===== src/rtl/blake2_pkg.sv =====
// rtl/blake2_pkg.sv - shared blake2 width defaults and feeder state encoding
// Purpose : widths common to the blake2 core and its byte-load front end.
// Contents: W/BB defaults, kk/nn and byte-index widths, feeder FSM states.
package blake2_pkg;

  localparam int W_DEF    = 64;
  localparam int BB_DEF   = W_DEF * 2;
  localparam int KNW_DEF  = $clog2(W_DEF + 1);
  localparam int IDXW_DEF = $clog2(BB_DEF);

  typedef enum logic [1:0] {
    S_IDLE = 2'd0,
    S_LOAD = 2'd1,
    S_GAP  = 2'd2
  } e_feed_fsm;

endpackage


===== src/rtl/blake2_msg_feeder.sv =====
// rtl/blake2_msg_feeder.sv - key/message byte feeder for the blake2 core load port
// Purpose : turns a start command plus key and message byte streams into
//           zero-padded blocks, one byte per cycle, paced by the core's ready.
// Ports   : clk, reset (sync, active-high)
//           start_i, kk_i, nn_i, len_i     command; sampled only when idle
//           key_v_i/key_i/key_rdy_o        key byte stream
//           msg_v_i/msg_i/msg_rdy_o        message byte stream
//           core_ready_i                   core accepts bytes
//           data_v_o, data_idx_o, data_o   registered byte to core
//           block_first_o, block_last_o    per-block flags
//           kk_o, nn_o, ll_o               latched config and total byte count
//           busy_o, cfg_err_o              status
module blake2_msg_feeder
  import blake2_pkg::*;
#(
  parameter int W    = W_DEF,
  parameter int BB   = W * 2,
  parameter int KNW  = $clog2(W + 1),
  parameter int IDXW = $clog2(BB)
) (
  input  logic            clk,
  input  logic            reset,
  input  logic            start_i,
  input  logic [KNW-1:0]  kk_i,
  input  logic [KNW-1:0]  nn_i,
  input  logic [BB-1:0]   len_i,
  input  logic            key_v_i,
  input  logic [7:0]      key_i,
  output logic            key_rdy_o,
  input  logic            msg_v_i,
  input  logic [7:0]      msg_i,
  output logic            msg_rdy_o,
  input  logic            core_ready_i,
  output logic            data_v_o,
  output logic [IDXW-1:0] data_idx_o,
  output logic [7:0]      data_o,
  output logic            block_first_o,
  output logic            block_last_o,
  output logic [KNW-1:0]  kk_o,
  output logic [KNW-1:0]  nn_o,
  output logic [BB-1:0]   ll_o,
  output logic            busy_o,
  output logic            cfg_err_o
);

  localparam int              CW      = KNW + IDXW;
  localparam logic [BB-1:0]   BB_LEN  = BB'(BB);
  localparam logic [KNW-1:0]  W_K     = KNW'(W);
  localparam logic [IDXW-1:0] IDX_MAX = IDXW'(BB - 1);

  e_feed_fsm       state_q, state_d;
  logic [IDXW-1:0] idx_q, idx_d;
  logic [BB-1:0]   rem_q, rem_d;
  logic            key_blk_q, key_blk_d;
  logic            first_q, first_d;
  logic            last_q, last_d;
  logic            data_v_q, data_v_d;
  logic [7:0]      data_q, data_d;
  logic [IDXW-1:0] data_idx_q, data_idx_d;
  logic [KNW-1:0]  kk_q, kk_d;
  logic [KNW-1:0]  nn_q, nn_d;
  logic [BB-1:0]   ll_q, ll_d;
  logic            busy_q, busy_d;
  logic            cfg_err_q, cfg_err_d;

  logic            cfg_ok;
  logic            in_key;
  logic            in_msg;
  logic            src_avail;
  logic [7:0]      src_byte;
  logic            take;

  // Source selection by position in the block; padding bytes are always ready.
  always_comb begin
    cfg_ok    = (nn_i != '0) && (nn_i <= W_K) && (kk_i <= W_K);
    in_key    = key_blk_q && (CW'(idx_q) < CW'(kk_q));
    in_msg    = !key_blk_q && (rem_q != '0);
    src_byte  = 8'h00;
    src_avail = 1'b1;
    if (in_key) begin
      src_byte  = key_i;
      src_avail = key_v_i;
    end else if (in_msg) begin
      src_byte  = msg_i;
      src_avail = msg_v_i;
    end
    take = (state_q == S_LOAD) && core_ready_i && src_avail;
  end

  assign key_rdy_o = take && in_key;
  assign msg_rdy_o = take && in_msg;

  always_comb begin
    state_d    = state_q;
    idx_d      = idx_q;
    rem_d      = rem_q;
    key_blk_d  = key_blk_q;
    first_d    = first_q;
    last_d     = last_q;
    data_v_d   = 1'b0;
    data_d     = data_q;
    data_idx_d = data_idx_q;
    kk_d       = kk_q;
    nn_d       = nn_q;
    ll_d       = ll_q;
    busy_d     = busy_q;
    cfg_err_d  = 1'b0;

    case (state_q)
      S_IDLE: begin
        if (start_i) begin
          if (cfg_ok) begin
            state_d   = S_LOAD;
            busy_d    = 1'b1;
            kk_d      = kk_i;
            nn_d      = nn_i;
            ll_d      = len_i + ((kk_i != '0) ? BB_LEN : '0);
            rem_d     = len_i;
            idx_d     = '0;
            key_blk_d = (kk_i != '0);
            first_d   = 1'b1;
            // Key block is last only for an empty message; otherwise the
            // first message block (or the lone zero block) is last if it
            // holds everything.
            last_d    = (kk_i != '0) ? (len_i == '0) : (len_i <= BB_LEN);
          end else begin
            cfg_err_d = 1'b1;
          end
        end
      end

      S_LOAD: begin
        if (take) begin
          data_v_d   = 1'b1;
          data_d     = src_byte;
          data_idx_d = idx_q;
          idx_d      = idx_q + 1'b1;
          if (in_msg) begin
            rem_d = rem_q - 1'b1;
          end
          if (idx_q == IDX_MAX) begin
            state_d = S_GAP;
          end
        end
      end

      S_GAP: begin
        // One dead cycle: the core's ready lags by a cycle, so it is not
        // trusted here.
        idx_d = '0;
        if (last_q) begin
          state_d = S_IDLE;
          busy_d  = 1'b0;
        end else begin
          state_d   = S_LOAD;
          key_blk_d = 1'b0;
          first_d   = 1'b0;
          last_d    = (rem_q <= BB_LEN);
        end
      end

      default: begin
        state_d = S_IDLE;
      end
    endcase
  end

  always_ff @(posedge clk) begin
    if (reset) begin
      state_q    <= S_IDLE;
      idx_q      <= '0;
      rem_q      <= '0;
      key_blk_q  <= 1'b0;
      first_q    <= 1'b0;
      last_q     <= 1'b0;
      data_v_q   <= 1'b0;
      data_q     <= '0;
      data_idx_q <= '0;
      kk_q       <= '0;
      nn_q       <= '0;
      ll_q       <= '0;
      busy_q     <= 1'b0;
      cfg_err_q  <= 1'b0;
    end else begin
      state_q    <= state_d;
      idx_q      <= idx_d;
      rem_q      <= rem_d;
      key_blk_q  <= key_blk_d;
      first_q    <= first_d;
      last_q     <= last_d;
      data_v_q   <= data_v_d;
      data_q     <= data_d;
      data_idx_q <= data_idx_d;
      kk_q       <= kk_d;
      nn_q       <= nn_d;
      ll_q       <= ll_d;
      busy_q     <= busy_d;
      cfg_err_q  <= cfg_err_d;
    end
  end

  assign data_v_o      = data_v_q;
  assign data_idx_o    = data_idx_q;
  assign data_o        = data_q;
  assign block_first_o = first_q;
  assign block_last_o  = last_q;
  assign kk_o          = kk_q;
  assign nn_o          = nn_q;
  assign ll_o          = ll_q;
  assign busy_o        = busy_q;
  assign cfg_err_o     = cfg_err_q;

endmodule


===== config.mk =====
export PLATFORM = sky130hd
export DESIGN_NAME = blake2_msg_feeder
export DESIGN_NICKNAME = d
export VERILOG_FILES = /design/src/rtl/blake2_pkg.sv /design/src/rtl/blake2_msg_feeder.sv
export SDC_FILE = /design/constraint.sdc
export NUM_CORES = 1
export LEC_CHECK = 0
export BUFFER_PORTS_ARGS = -buffer_cell sky130_fd_sc_hd__buf_4
export CORE_MARGIN = 5
export CORE_UTILIZATION = 27
export CTS_CLUSTER_SIZE = 40
export DETAILED_ROUTE_END_ITERATION = 6
export MAX_ROUTING_LAYER = met4
export SLEW_MARGIN = 10
export SYNTH_ARGS = -nofsm -noshare
export SYNTH_HDL_FRONTEND = slang
export SYNTH_SLANG_ARGS = --single-unit

===== constraint.sdc =====
create_clock -name clk -period 6.2 [get_ports clk]
set_input_delay 0.31 -clock clk [delete_from_list [all_inputs] [get_ports clk]]
set_output_delay 0.31 -clock clk [all_outputs]
set_load 0.05 [all_outputs]

==> summary.txt <==
Cell Rows = 93
CTS tree = built
number of global-route vias before repair = 17700
simple-gate share of the synthesized area = 31.2%
initial antenna violation count = 11
core area = 64600 sq um
worst min path class = in2reg
Yosys warning count = 0
Adder-Cell Fraction of Synth Area = 0.836%
GP Congestion = 0.961
Reg clk slew, reported paths = 0.06 ns
CP Max Fanout = 40
drt via density = 5.64
Crit path arrival time = 4.90 ns
largest net degree at the start of global routing = 199
Mapped Avg Cell Area = 7.45 sq um
leakage = 7.96 nW
Worst R2R Path Depth = 8
final period utilization = 71.5%
setup TNS = 0 ns
I/O Buffers = 327
post-synthesis compound-gate area fraction = 23.1%
Pre-antenna DRT Iters = 6
internal power = 0.00364 W
CTS H-tree depth = 2
CP Capture Type = flip-flop
Clock power frac = 38.8%
Setup crit start kind = flip-flop
FF-to-FF End = rem_q[71]
# DRC = 0
Die Ht = 266 um
switching share of power = 33.7%
vias = 19700
Hold Fails Final Rpt = 0
proportion of synthesized area in mux cells = 0.744%
routed len/inst = 22.2 um
GR Overflow Total = 0
Finished Core Util = 34.2%
CTS Buf Count = 37
top cells by area, synth = dfxtp_1 (34%), nand2_1 (6.0%), nor2_1 (5.5%)
Worst Hold Depth = 2
Final Setup Violations = 0
R2R Setup Slk = 1.77 ns
worst relative slew slack = 23.1%
Initial Utilization = 27.4%
post-synth cell types = 71
# fillers = 6879
PD cells = 248 nW/um^2
combinational fraction of design power = 23.8%
hold_sp = key_i[7]
Clk Latency, worst-skew pair = 0.56 ns
Die Width = 266 um
Final ANT Viol Nets = 0
worst setup margin = 1.77 ns
Syn Inst Count = 2372
area grow syn2layout = 25.2%
Setup WS pre-CTS = 1.83 ns
Detailed Place HPWL = 57.3 mm
top-count cell post-synth = dfxtp_1
unrepaired setup endpoints after global routing = no
Netlist Area Pre-Place = 17700 sq um
Sequential Power Share = 37.4%
first-pass GRT wire length = 115 mm
Synth area leader = dfxtp_1
layout net count = 2787
Worst R2R Start = rem_q[58]
Resized cells post-CTS = 0
IO Count = 328
Hold EP = data_o[7]
number of flops mapped to enable cells by yosys = 0
deepest clock path buffer count = 3
most frequent cells after synthesis = dfxtp_1 (300), nand2_1 (284), nor2_1 (261)
ys flop type = dfxtp_1
top cell type's share of synthesized area = 34.0%
Final Cell Area = 22100 sq um
DIE AREA = 70700 sq um
asr flop ratio synth = 0%
flops & latches, synth = 300
share of cells above drive strength 1 = 16.6%
worst path required time = 6.67 ns
Overall Global Routing Usage = 21.1%
crit path kind = reg2reg
main combinational cell family by area after synthesis = simple AND/OR/NAND/NOR gates
max_cap viols = 0
maximum vdd ir drop = 0.140 mV
Clock Skew = 0.0273 ns
final hold slack = 0.0200 ns
routed wire length = 77.5 mm
Post-Synth XOR/XNOR Area = 5.30%
clk root buf = clkbuf_16
syn_nets = 2547
maximum clock frequency = 0.226 GHz
Worst Max-Slew Pin Slew = 1.14 ns
P_sw = 0.00185 W
CTS Sinks = 300
fin. max-slew vios = 0
Iter 0 DRT Violations = 2490
status = completed
Final min period = 4.43 ns
Placed Area = 20800 sq um
sequential area share after synthesis = 34.0%
power groups by stage:
stage          Combinational, W  Clock [W]  Sequential (W)
6_report                0.00131    0.00213         0.00205
5_1_grt                 0.00139    0.00224         0.00206
3_5_place_dp            0.00127          0         0.00209
4_1_cts                 0.00128    0.00217         0.00205
2_1_floorplan          0.000649          0         0.00219
3_3_place_gp            0.00127          0         0.00209
cells by family (layout without fill, tap and decap cells):
| kind of cell | after synthesis | after routing |
|---|---|---|
| simple gates | 1107 | 1107 |
| compound gates | 620 | 620 |
| flops | 300 | 300 |
| buf+inv | 213 | 473 |
| xor+xnor | 107 | 107 |
| mux | 13 | 13 |
| fa+ha+maj | 12 | 12 |
| other cells | 0 | 11 |
registers in the layout (all words and copies together) (netlist names), 2 cells and up:
name / count
data_o: 8
rem_q: 128
data_idx_o: 7
kk_o: 7
ll_o: 128
state_q: 2
nn_o: 7
idx_q: 7
final cells by class:
type | instances | area, sq um | area share (%)
diodes | 11 | 27.5 | 0.124
clock buffers | 54 | 1080 | 4.89
inverters | 41 | 154 | 0.696
flip-flops and latches | 300 | 6010 | 27.2
multi-input cells | 1859 | 10800 | 49.0
well taps | 855 | 1070 | 4.84
clock inverters | 5 | 57.6 | 0.260
repair buffers | 373 | 2870 | 13.0
what timing repair did:
item	CTS	global route
endpoints found under the hold margin	9	0
buffers inserted	0	0
hold buffers	16	0
cell usage in the layout (no fill, tap or decap), types with 12 or more instances in the layout:
| cell | synthesis | final |
|---|---|---|
| buf_4 | 6 | 354 |
| dfxtp_1 | 300 | 300 |
| nand2_1 | 284 | 283 |
| nor2_1 | 261 | 260 |
| a21oi_1 | 156 | 156 |
| o21ai_0 | 127 | 127 |
| a211oi_1 | 127 | 127 |
| nor4_1 | 108 | 106 |
| nor3_1 | 98 | 98 |
| nand3_1 | 95 | 95 |
| nand4_1 | 74 | 74 |
| xnor2_1 | 73 | 73 |
| inv_1 | 41 | 41 |
| clkbuf_16 | 0 | 39 |
| or3_1 | 36 | 36 |
| xor2_1 | 34 | 34 |
| or4_1 | 31 | 31 |
| o31ai_1 | 27 | 27 |
| and3_1 | 26 | 26 |
| and4_1 | 23 | 23 |
| a31oi_1 | 22 | 22 |
| a21o_1 | 21 | 20 |
| o32ai_1 | 19 | 19 |
| a32o_1 | 18 | 18 |
| dlygate4sd3_1 | 0 | 16 |
| o22ai_1 | 14 | 14 |
| o41ai_1 | 13 | 13 |
| a311oi_1 | 13 | 13 |
| and2_1 | 12 | 12 |
| mux2i_1 | 12 | 12 |
| a22o_1 | 12 | 12 |
worst max-delay path by stage:
stage	end	start	cells past startpoint	slack (ns)
2_1_floorplan	rem_q[120]	rem_q[0]	9	2.91
4_1_cts	rem_q[71]	rem_q[58]	8	1.80
3_5_place_dp	rem_q[77]	rem_q[58]	8	1.83
3_3_place_gp	rem_q[82]	rem_q[113]	8	1.79
5_1_grt	rem_q[82]	rem_q[79]	8	1.40
6_report	rem_q[71]	rem_q[58]	8	1.77
through the flow:
step	total power, W	cells
after floorplan	0.00284	2372
after global placement	0.00336	3412
after detailed placement	0.00336	3412
after CTS	0.00549	3487
after global routing	0.00569	3498
final	0.00549	3498
per-layer routing:
metal	up-vias	track usage, %	wire, um
met3	134	4.56	7180
met2	903	32.6	35300
met1	9331	28.0	32900
li1	9367	-	-
met4	0	5.62	2140
met5	-	-	0
critical path, cell delays in order, from the launching register on:
cell     delay, ns
dfxtp_1       0.36
nor4_2        0.65
nand4_1       0.37
or4_1         0.61
or4_1         0.74
a21oi_4       0.76
buf_4         0.50
o21ai_0       0.18
a21oi_1       0.16
No activity file was read; power rests on OpenSTA's default activity.
